**src/rtl/irq_pkg.sv**
```systemverilog
// Shared definitions for the interrupt/fault request controller.
package irq_pkg;

  localparam int unsigned NIRQ = 8;

  localparam logic [3:0] CAUSE_FAULT   = 4'd8;
  localparam logic [3:0] CAUSE_SYSCALL = 4'd9;
  localparam logic [3:0] CAUSE_NONE    = 4'd15;

  typedef enum logic [1:0] {
    IDLE   = 2'd0,
    REQ    = 2'd1,
    ACTIVE = 2'd2
  } irq_state_e;

  // Cause code of the lowest-numbered set bit, CAUSE_NONE when empty.
  function automatic logic [3:0] lowest_line(input logic [NIRQ-1:0] req);
    logic found;
    lowest_line = CAUSE_NONE;
    found       = 1'b0;
    for (int unsigned i = 0; i < NIRQ; i++) begin
      if (req[i] && !found) begin
        lowest_line = 4'(i);
        found       = 1'b1;
      end
    end
  endfunction

endpackage

```
**src/rtl/irq_ctrl_sync.sv**
```systemverilog
// Two-flop synchroniser followed by a rising-edge detector for one line.
module irq_sync (
  input  logic clk,
  input  logic reset,
  input  logic line,
  output logic rise
);

  logic meta;
  logic sync;
  logic prev;

  // Synchroniser chain plus the delayed copy used for edge detection.
  always_ff @(posedge clk or posedge reset) begin
    if (reset) begin
      meta <= 1'b0;
      sync <= 1'b0;
      prev <= 1'b0;
    end else begin
      meta <= line;
      sync <= meta;
      prev <= sync;
    end
  end

  // One-cycle strobe on each synchronised 0->1 transition.
  always_comb begin
    rise = sync & ~prev;
  end

endmodule

```
**src/rtl/irq_ctrl.sv**
```systemverilog
// Interrupt and fault request controller feeding the microcode decoder.
module irq_ctrl
  import irq_pkg::*;
#(
  parameter int unsigned NIRQ = irq_pkg::NIRQ
) (
  input  logic            clk,
  input  logic            reset,
  input  logic [NIRQ-1:0] irq_lines,
  input  logic            fault_in,
  input  logic            syscall,
  input  logic            reti,
  input  logic            ack,
  input  logic            mask_we,
  input  logic [NIRQ-1:0] mask_wdata,
  output logic            irq_r,
  output logic            fault_r,
  output logic [3:0]      cause,
  output logic [NIRQ-1:0] pending,
  output logic [NIRQ-1:0] mask,
  output logic            in_handler
);

  irq_state_e      state;
  irq_state_e      state_nx;
  logic [NIRQ-1:0] rise;
  logic            fault_lat;
  logic            sys_lat;

  logic            irq_nx;
  logic            fault_nx;
  logic [3:0]      cause_nx;
  logic            inh_nx;
  logic [NIRQ-1:0] clr_pend;
  logic            clr_fault;
  logic            clr_sys;
  logic [3:0]      sel;

  for (genvar g = 0; g < NIRQ; g++) begin : g_sync
    irq_sync u_sync (
      .clk   (clk),
      .reset (reset),
      .line  (irq_lines[g]),
      .rise  (rise[g])
    );
  end

  // Request latches: a new event in the same cycle as its clear wins.
  always_ff @(posedge clk or posedge reset) begin
    if (reset) begin
      pending   <= '0;
      fault_lat <= 1'b0;
      sys_lat   <= 1'b0;
      mask      <= '0;
    end else begin
      pending   <= (pending & ~clr_pend) | rise;
      fault_lat <= (fault_lat & ~clr_fault) | fault_in;
      sys_lat   <= (sys_lat & ~clr_sys) | syscall;
      if (mask_we) begin
        mask <= mask_wdata;
      end
    end
  end

  // FSM state and registered decoder-facing outputs.
  always_ff @(posedge clk or posedge reset) begin
    if (reset) begin
      state      <= IDLE;
      irq_r      <= 1'b0;
      fault_r    <= 1'b0;
      cause      <= CAUSE_NONE;
      in_handler <= 1'b0;
    end else begin
      state      <= state_nx;
      irq_r      <= irq_nx;
      fault_r    <= fault_nx;
      cause      <= cause_nx;
      in_handler <= inh_nx;
    end
  end

  // Next-state, request generation and source selection at ack.
  always_comb begin
    state_nx  = state;
    irq_nx    = irq_r;
    fault_nx  = fault_r;
    cause_nx  = cause;
    inh_nx    = in_handler;
    clr_pend  = '0;
    clr_fault = 1'b0;
    clr_sys   = 1'b0;
    sel       = lowest_line(pending & mask);

    unique case (state)
      IDLE: begin
        if (fault_lat) begin
          fault_nx = 1'b1;
          state_nx = REQ;
        end else if ((|(pending & mask)) || sys_lat) begin
          irq_nx   = 1'b1;
          state_nx = REQ;
        end
      end

      REQ: begin
        if (ack) begin
          irq_nx   = 1'b0;
          fault_nx = 1'b0;
          inh_nx   = 1'b1;
          state_nx = ACTIVE;
          if (fault_lat) begin
            cause_nx  = CAUSE_FAULT;
            clr_fault = 1'b1;
          end else if (sys_lat) begin
            cause_nx = CAUSE_SYSCALL;
            clr_sys  = 1'b1;
          end else begin
            // sel is CAUSE_NONE when everything got masked; no bit matches it.
            cause_nx = sel;
            for (int unsigned i = 0; i < NIRQ; i++) begin
              clr_pend[i] = (sel == 4'(i));
            end
          end
        end
      end

      ACTIVE: begin
        // A fault arriving with reti is requested from IDLE on the next cycle.
        if (reti) begin
          inh_nx   = 1'b0;
          state_nx = IDLE;
        end else if (fault_lat) begin
          fault_nx = 1'b1;
          state_nx = REQ;
        end
      end

      default: begin
        state_nx = IDLE;
      end
    endcase
  end

endmodule

```
**config.mk**
```make
export PLATFORM = sky130hd
export DESIGN_NAME = irq_ctrl
export DESIGN_NICKNAME = d
export VERILOG_FILES = /design/src/rtl/irq_pkg.sv /design/src/rtl/irq_ctrl_sync.sv /design/src/rtl/irq_ctrl.sv
export SDC_FILE = /design/constraint.sdc
export NUM_CORES = 1
export LEC_CHECK = 0
export CAP_MARGIN = 40
export CELL_PAD_IN_SITES_DETAIL_PLACEMENT = 1
export CELL_PAD_IN_SITES_GLOBAL_PLACEMENT = 2
export CORE_MARGIN = 1
export CORE_UTILIZATION = 32
export DETAILED_ROUTE_END_ITERATION = 16
export GPL_TIMING_DRIVEN = 0
export PLACE_DENSITY_LB_ADDON = 0.08
export SETUP_SLACK_MARGIN = 0.05
export SLEW_MARGIN = 20
export SYNTH_ARGS = -nofsm -noshare
export SYNTH_HDL_FRONTEND = slang
export SYNTH_HIERARCHICAL = 1
export SYNTH_SLANG_ARGS = --single-unit
```
**constraint.sdc**
```tcl
create_clock -name clk -period 1.8 [get_ports clk]
set_input_delay 0.36 -clock clk [delete_from_list [all_inputs] [get_ports clk]]
set_output_delay 0.36 -clock clk [all_outputs]
set_load 0.005 [all_outputs]
```
==> flow_metrics.py, run 1 <==
metrics = {
    "drt": {
        "num_vias": 1391,
        "remaining_drc_errors": 0,
        "viasPerCell": 4.95,
        "routedWlPerCell_um": 15.6,
        "drt_pass1_iterations": 4,
        "drt_first_iter_violations": 34,
        "drtAntennaViolNets": 0,
        "routed_wl_um": 4370,
    },
    "floorplanning": {
        "dieArea_mm2": 0.00647,
        "chipHeight_um": 80.4,
        "die_x_um": 80.4,
        "fp.coreArea_mm2": 0.00592,
        "start_util_pct": 33.2,
        "rows": 28,
        "pin_count": 46,
    },
    "synth": {
        "synth_top_cell_by_area": "dfrtp_1",
        "synth_area_leaders": "dfrtp_1 60%, nor2b_4 5.6%, dfstp_2 5.3%",
        "synth_warnings": 6,
        "synth_seq_area_share_pct": 65.1,
        "synth.distinct_cells": 31,
        "synthTopCellsByCount": "47 x dfrtp_1, 12 x inv_1, 12 x nand2_1",
        "syn-cell-area_mm2": 0.00197,
        "synth_top_area_share_pct": 59.8,
        "yosysMostFrequentCell": "dfrtp_1",
        "synthCells": 152,
        "syn_area_per_cell_um2": 12.9,
        "ys_ff_latch": 51,
        "synth-edff-count": 0,
        "synth_nets": 175,
        "synth-async-reset-ratio_pct": 100,
        "synth_ff_type": "dfrtp_1",
    },
    "placed_design": {
        "gp_congestion": 0.753,
        "dp_hpwl_um": 3250,
        "numPortBuffers": 44,
        "place_area_mm2": 0.00252,
    },
    "final_layout": {
        "final_cell_area_mm2": 0.00266,
        "area_growth_pct": 35.0,
        "diodes": 0,
        "nNetsFinal": 229,
        "fin_util_pct": 44.9,
        "drive_gt1_share_pct": 19.9,
    },
    "setup_path": {
        "cp.required_ps": 1990,
        "crit_path_end_kind": "flop",
        "rr_endpoint": "pending[7]",
        "reg2reg_slack_ps": 70,
        "worstSetupStartpoint": "pending[2]",
        "arrival_ps": 1910,
        "critical_path_class": "flop to flop",
        "rr_worst_depth": 4,
        "path_max_fanout": 5,
        "r2r-start": "pending[2]",
        "cp-start-kind": "flop",
    },
    "worst_hold_path": {
        "holdPathStages": 0,
        "hold_class": "flop to flop",
        "hp-start": "g_sync[2].u_sync/meta",
        "holdPathEnd": "g_sync[2].u_sync/sync",
    },
    "flow_run": {
        "max_cap_violations": 0,
    },
    "sta": {
        "rsz0062_at_grt": "true",
        "period_share_pct": 96.0,
        "skew_ps": 7.64,
        "finalSetupTns_ps": 0,
        "min_period_ps": 1730,
        "fmax_ghz": 0.578,
        "setup_viol": 0,
        "slew_headroom_pct": 60.9,
        "finalHoldViolations": 0,
        "worst_pin_slew_ps": 586,
        "drv_slew": 0,
    },
    "clock_tree": {
        "clk_pin_slew_ps": 80,
        "cts_made_buffers": 5,
        "worstSkewPairLatency_ps": 300,
        "tritoncts": "done",
        "clockBufferDepth": 2,
        "htreeDepth": 2,
        "clock-sinks": 51,
        "cts-root-buf": "clkbuf_8",
    },
    "global_routing": {
        "grt_pass1_vias": 1460,
        "grt_usage_pct": 15.6,
        "grt_max_degree": 15,
        "grt_pass1_wl_um": 7400,
        "antenna_found_initial": 0,
        "gr-total-overflow": 0,
    },
    "pwr": {
        "vdd_drop_max_uv": 489,
        "p_leak_nw": 1.11,
        "p_per_area_mw_per_mm2": 965,
    },
    "run_status": {
        "status": "finished, final reports clean",
    },
}
[cells in the final DEF, fill, tap and decap left out, types with 2 or more instances in the layout]
master,synthesis,final
o22a_1,2,2
a31oi_1,2,2
nand4_1,2,2
nand4b_1,2,2
o21ai_0,7,6
a32oi_1,2,2
nor2_1,7,6
buf_4,2,4
clkbuf_8,0,6
dfrtp_2,0,2
nand3_1,2,2
dfrtp_1,47,45
a21oi_1,6,6
a22oi_1,3,2
a21o_1,6,6
nor2b_4,8,8
nand2_1,12,12
dlymetal6s2s_1,0,2
nand2b_1,3,3
clkdlybuf4s50_1,0,42
mux2_2,8,8
o41ai_1,2,2
dfstp_2,4,4
inv_1,12,12
[worst max-delay path by stage]
| stage | to | slack (ps) |
|---|---|---|
| after floorplan | pending[7] | 190 |
| after global placement | pending[3] | -340 |
| after detailed placement | pending[3] | -360 |
| after CTS | pending[7] | 20 |
| after global routing | pending[7] | -20 |
| final | pending[7] | 70 |
[per-layer routing]
metal / track usage [%] / vias to the layer above / wire length, µm
met3: 3.86 / 10 / 184
met2: 24.3 / 36 / 2110
li1: - / 635 / -
met5: 0 / - / 0
met1: 20.4 / 710 / 1980
met4: 6.79 / 0 / 96
[stage by stage]
stage               power (W)  setup WS, ps  hold slack (ps)  std cells
detailed placement    0.00192          -360              336        272
floorplan             0.00164           192              114        152
global placement      0.00189          -340              337        271
CTS                   0.00258          22.4              357        280
global route          0.00273         -20.9              365        281
finish                0.00256          71.1              354        281
[report_power, final]
group	leakage [nW]	internal, W	switching (W)
registers	0.562	0.00127	0.0000921
logic	0.503	0.000297	0.000254
clock network	0.0470	0.000302	0.000343
total	1.11	0.00187	0.000689
[sequential cells by signal, summed over array words and instances, names as in the netlist]
register and cells:
g_sync.u_sync/meta 8, g_sync.u_sync/prev 8, g_sync.u_sync/sync 8, mask 8, pending 8, cause 4
state 2, fault_lat 1, fault_r 1, in_handler 1, irq_r 1, sys_lat 1
[what timing repair did]
item	CTS	global route
setup buffers	1	1
hold endpoints to repair	0	0
pin swaps	1	1
gates resized for setup	2	10
hold buffers	0	0
setup endpoints to repair	5	7
[worst max-delay path, cell delays in order, from the launching register on]
cell and delay, ps:
dfrtp_1 450, a22o_4 310, and4b_4 360, or3b_1 350, o22a_1 160
[cell families (layout without fill, tap and decap cells)]
family	after synthesis	count (layout)	synth area share (%)
AO/OA/AOI/OAI	34	34	11.8
buffers and inverters	16	70	3.43
flip-flops	51	51	65.1
multiplexers	8	8	4.58
AND/OR/NAND/NOR	43	43	15.1
[area by class of cell]
type	instances	area (µm²)
Buffer	4	23.8
Clock buffer	6	82.6
Clock inverter	1	5.00
Fill cell	611	3260
Inverter	12	45.0
Multi-Input combinational cell	85	647
Sequential cell	51	1280
Tap cell	75	93.8
Timing Repair Buffer	47	475
No activity file was read; power rests on OpenSTA's default activity.
==> inputs of run 2 (changes only) <==
--- a/config.mk
+++ b/config.mk
@@ -5,11 +5,13 @@
 export SDC_FILE = /design/constraint.sdc
 export NUM_CORES = 1
 export LEC_CHECK = 0
+export ABC_AREA = 1
+export ABC_CLOCK_PERIOD_IN_PS = 1800
 export CAP_MARGIN = 40
 export CELL_PAD_IN_SITES_DETAIL_PLACEMENT = 1
 export CELL_PAD_IN_SITES_GLOBAL_PLACEMENT = 2
 export CORE_MARGIN = 1
-export CORE_UTILIZATION = 32
+export CORE_UTILIZATION = 30
 export DETAILED_ROUTE_END_ITERATION = 16
 export GPL_TIMING_DRIVEN = 0
 export PLACE_DENSITY_LB_ADDON = 0.08
==> flow_metrics.py, run 2 <==
metrics = {
    "sta": {
        "slew_headroom_pct": 60.6,
        "fmax_ghz": 0.588,
        "drv_slew": 0,
        "min_period_ps": 1700,
        "skew_ps": 5.69,
        "rsz0062_at_grt": "false",
        "finalHoldViolations": 0,
        "setup_viol": 0,
        "period_share_pct": 94.5,
        "setup_ws_ps": 99.6,
        "worst_pin_slew_ps": 590,
    },
    "setup_path": {
        "crit_path_end_kind": "output port",
        "path_max_fanout": 2,
        "crit_chain": "clkdlybuf4s50_1",
        "cp-start-kind": "flop",
        "worst-path-buf-inv": 1,
        "cp.required_ps": 1440,
        "cp_slowest_cell": "dfstp_2",
        "path_delay_family": "flip-flops",
        "arrival_ps": 1340,
        "slowest_delay_ps": 550,
        "critical_path_class": "flop to output port",
    },
    "synth": {
        "syn_area_per_cell_um2": 10.2,
        "synth_area_leaders": "dfrtp_1 58%, nand2_1 9.5%, inv_1 7.1%",
        "synth_seq_area_share_pct": 63.5,
        "synth_top_area_share_pct": 58.3,
        "ys_ff_latch": 51,
        "synth_nets": 220,
        "synthTopCellsByCount": "51 x nand2_1, 47 x dfrtp_1, 38 x inv_1",
        "synth_warnings": 6,
        "synth.distinct_cells": 25,
        "synth-edff-count": 0,
        "synth-async-reset-ratio_pct": 100,
        "yosysMostFrequentCell": "nand2_1",
        "synth_ff_type": "dfrtp_1",
        "synth_top_cell_by_area": "dfrtp_1",
        "syn-cell-area_mm2": 0.00202,
        "synthCells": 197,
    },
    "flow_run": {
        "max_cap_violations": 0,
    },
    "floorplanning": {
        "fp.coreArea_mm2": 0.00642,
        "start_util_pct": 31.4,
        "die_x_um": 84.0,
        "chipHeight_um": 84.0,
        "pin_count": 46,
        "rows": 29,
        "dieArea_mm2": 0.00706,
    },
    "final_layout": {
        "area_growth_pct": 31.0,
        "fin_util_pct": 41.2,
        "nNetsFinal": 271,
        "fillCellCount": 740,
        "final_cells": 326,
        "final_common_cell": "nand2_1",
        "drive_gt1_share_pct": 16.5,
        "multi_input_area_um2": 568,
        "diodes": 0,
        "ff_latch_area_mm2": 0.00128,
        "layout_common_cells": "51 x nand2_1, 47 x dfrtp_1, 44 x clkdlybuf4s50_1",
    },
    "pwr": {
        "p_per_area_mw_per_mm2": 953,
        "power.total_w": 0.00252,
        "p_leak_nw": 1.25,
        "vdd_drop_max_uv": 432,
    },
    "global_routing": {
        "grt_pass1_wl_um": 6930,
        "gr-total-overflow": 0,
        "grt_pass1_vias": 1403,
        "antenna_found_initial": 0,
        "grt_usage_pct": 12.9,
        "grt_max_degree": 28,
    },
    "run_status": {
        "status": "complete, but fails checks",
        "violations": "design-rule violations",
    },
    "drt": {
        "viasPerCell": 4.26,
        "drt_pass1_iterations": 10,
        "drt_first_iter_violations": 49,
        "drtAntennaViolNets": 0,
        "routed_wl_um": 4050,
        "num_vias": 1388,
        "routedWlPerCell_um": 12.4,
        "remaining_drc_errors": 4,
    },
    "placed_design": {
        "placedCellCount": 318,
        "dp_hpwl_um": 3080,
        "pre_cts_ws_ps": 20.5,
        "gp_congestion": 0.733,
        "numPortBuffers": 44,
    },
    "clock_tree": {
        "post_cts_buffers": 0,
        "postCtsResizedCells": 0,
        "cts-root-buf": "clkbuf_8",
        "tritoncts": "done",
        "clk_pin_slew_ps": 100,
        "clockBufferDepth": 2,
        "htreeDepth": 2,
        "cts_made_buffers": 5,
        "worstSkewPairLatency_ps": 310,
        "ctsHoldBuffers": 0,
        "clock-sinks": 51,
    },
    "worst_hold_path": {
        "hold_class": "flop to flop",
    },
}
run 2: cell type report:
class | count | share of cell area, %
inverters | 41 | 5.82
flip-flops and latches | 51 | 48.5
plain buffers | 2 | 0.568
clock inverters | 2 | 0.615
repair buffers | 44 | 16.7
multi-input cells | 103 | 21.5
well taps | 77 | 3.64
clock buffers | 6 | 2.74
run 2: final timing paths:
kind                                  startpoint                     to  slack (ps)  cells after the start
max                                     cause[3]               cause[3]         100                      1
min                        g_sync[5].u_sync/meta  g_sync[5].u_sync/sync         360                      0
max reg2reg                           pending[0]             pending[5]         240                     10
min reg2reg                g_sync[5].u_sync/meta  g_sync[5].u_sync/sync         360                      0
max in group asynchronous                  reset             pending[5]         710                      2
min in group asynchronous                  reset  g_sync[1].u_sync/meta         490                      2
run 2: cells by family (layout without fill, tap and decap cells):
kind of cell / Yosys count / after routing / synth area share, %
and+or+nand+nor: 81 / 81 / 19.3
DFF: 51 / 51 / 63.5
buffers and inverters: 43 / 95 / 8.37
AOI/OAI and AO/OA: 14 / 14 / 4.40
muxes: 8 / 8 / 4.46
run 2: layer usage:
metal	vias to the layer above	global-route usage [%]	wire [µm]	share of wire (%)
li1	691	-	-	-
met1	658	18.1	2020	50
met2	34	18.0	1740	43
met3	5	4.06	230	5.7
met4	0	5.64	61	1.5
met5	-	0	0	0
run 2: where the power goes:
group	internal, W	switching (W)
Clock	0.000280	0.000394
Combinational	0.000256	0.000247
Sequential	0.00126	0.0000800
Total	0.00180	0.000721
run 2: stage by stage:
stage / setup TNS, ps / hold WS, ps / area, µm²
floorplan: 0 / 114 / 2020
global placement: -6700 / 331 / 2550
detailed placement: 0 / 336 / 2550
CTS: 0 / 358 / 2640
global route: 0 / 371 / 2640
finish: 0 / 356 / 2640
==> inputs of run 3 (changes only) <==
--- a/config.mk
+++ b/config.mk
@@ -12,11 +12,11 @@
 export CELL_PAD_IN_SITES_GLOBAL_PLACEMENT = 2
 export CORE_MARGIN = 1
 export CORE_UTILIZATION = 30
+export CTS_BUF_LIST = sky130_fd_sc_hd__clkbuf_16
 export DETAILED_ROUTE_END_ITERATION = 16
 export GPL_TIMING_DRIVEN = 0
 export PLACE_DENSITY_LB_ADDON = 0.08
 export SETUP_SLACK_MARGIN = 0.05
-export SLEW_MARGIN = 20
 export SYNTH_ARGS = -nofsm -noshare
 export SYNTH_HDL_FRONTEND = slang
 export SYNTH_HIERARCHICAL = 1
==> flow_metrics.py, run 3 (synthesized netlist as in run 2, its figures left out) <==
metrics = {
    "global_routing": {
        "grt_usage_pct": 12.7,
        "grt_pass1_wl_um": 6960,
        "gr-total-overflow": 0,
        "grt_pass1_vias": 1438,
        "antenna_found_initial": 0,
        "grt_max_degree": 19,
    },
    "sta": {
        "min_period_ps": 1670,
        "period_share_pct": 92.7,
        "slew_headroom_pct": 64.0,
        "skew_ps": 4.59,
        "finalSetupTns_ps": 0,
        "holdWs_ps": 350,
        "worst_pin_slew_ps": 540,
        "fmax_ghz": 0.599,
        "drv_slew": 0,
        "setup_viol": 0,
        "finalHoldViolations": 0,
        "rsz0062_at_grt": "false",
    },
    "setup_path": {
        "crit_path_end_kind": "output port",
        "cp.required_ps": 1440,
        "cp_slowest_cell": "dfstp_2",
        "crit_chain": "clkdlybuf4s50_1",
        "worstSetupStartpoint": "cause[3]",
        "worst-path-buf-inv": 1,
        "cp-start-kind": "flop",
        "critPathCapture": "cause[3]",
        "slowest_delay_ps": 540,
        "r2r-start": "pending[0]",
        "rr_endpoint": "pending[5]",
        "arrival_ps": 1310,
        "path_delay_family": "flip-flops",
        "path_max_fanout": 2,
        "crit_cells": 1,
        "critical_path_class": "flop to output port",
        "rr_worst_depth": 10,
        "reg2reg_slack_ps": 250,
    },
    "clock_tree": {
        "tritoncts": "done",
        "cts-root-buf": "clkbuf_16",
        "postCtsResizedCells": 0,
        "htreeDepth": 2,
        "clock-sinks": 51,
        "worstSkewPairLatency_ps": 290,
        "clockBufferDepth": 2,
        "post_cts_buffers": 0,
        "cts_made_buffers": 5,
        "clk_pin_slew_ps": 70,
        "ctsHoldBuffers": 0,
    },
    "final_layout": {
        "nNetsFinal": 272,
        "diodes": 0,
        "drive_gt1_share_pct": 16.4,
        "fin_util_pct": 42.5,
        "multi_input_area_um2": 568,
        "layout_common_cells": "51 x nand2_1, 47 x dfrtp_1, 44 x clkdlybuf4s50_1",
        "area_growth_pct": 35.2,
        "ff_latch_area_mm2": 0.00128,
        "final_common_cell": "nand2_1",
        "fillCellCount": 726,
    },
    "pwr": {
        "p_per_area_mw_per_mm2": 1020,
        "power.total_w": 0.00279,
        "vdd_drop_max_uv": 407,
        "p_leak_nw": 1.29,
    },
    "floorplanning": {
        "rows": 29,
        "dieArea_mm2": 0.00706,
        "pin_count": 46,
        "fp.coreArea_mm2": 0.00642,
        "start_util_pct": 31.4,
        "die_x_um": 84.0,
        "chipHeight_um": 84.0,
    },
    "drt": {
        "drt_first_iter_violations": 33,
        "routedWlPerCell_um": 12.5,
        "drt_pass1_iterations": 9,
        "remaining_drc_errors": 4,
        "drtAntennaViolNets": 0,
        "num_vias": 1403,
        "routed_wl_um": 4080,
        "viasPerCell": 4.29,
    },
    "placed_design": {
        "gp_congestion": 0.733,
        "numPortBuffers": 44,
        "dp_hpwl_um": 3160,
    },
    "worst_hold_path": {
        "hold_class": "flop to flop",
    },
    "run_status": {
        "status": "complete, but fails checks",
        "violations": "design-rule violations",
    },
    "flow_run": {
        "max_cap_violations": 0,
    },
}
-- run 3: where the power goes --
part	internal, W	total [W]	switching (W)
clock	0.000515	0.000933	0.000417
sequential	0.00126	0.00135	0.0000804
combinational	0.000262	0.000513	0.000251
-- run 3: metal layers --
layer	track usage, %	vias up	part of all wire, %
met2	18.8	35	43
met1	18.0	664	51
met3	3.86	5	5.2
met4	3.29	0	0.93
li1	-	699	-
met5	0	-	0
-- run 3: cell type report --
type	instances	share of cell area (%)
plain buffers	2	0.550
clock buffers	5	4.59
inverters	41	5.64
repair buffers	45	17.2
flip-flops and latches	51	47.0
multi-input cells	103	20.8
clock inverters	3	0.734
well taps	77	3.53
-- run 3: worst min-delay path by stage --
stage | to | slack, ps | start | depth (start not counted)
floorplan | g_sync[0].u_sync/meta | 110 | reset | 1
global placement | g_sync[2].u_sync/sync | 330 | g_sync[2].u_sync/meta | 0
detailed placement | g_sync[2].u_sync/sync | 340 | g_sync[2].u_sync/meta | 0
CTS | g_sync[2].u_sync/sync | 350 | g_sync[2].u_sync/meta | 0
global route | g_sync[6].u_sync/sync | 360 | g_sync[6].u_sync/meta | 0
finish | g_sync[5].u_sync/sync | 350 | g_sync[5].u_sync/meta | 0
-- run 3: per-stage QoR --
| stage | std cells | setup slack, ps | area [µm²] |
|---|---|---|---|
| 3_3_place_gp | 318 | -279 | 2550 |
| 5_1_grt | 327 | 79.8 | 2730 |
| 3_5_place_dp | 319 | 6.73 | 2580 |
| 4_1_cts | 327 | 119 | 2730 |
| 6_report | 327 | 131 | 2730 |
| 2_1_floorplan | 197 | 471 | 2020 |
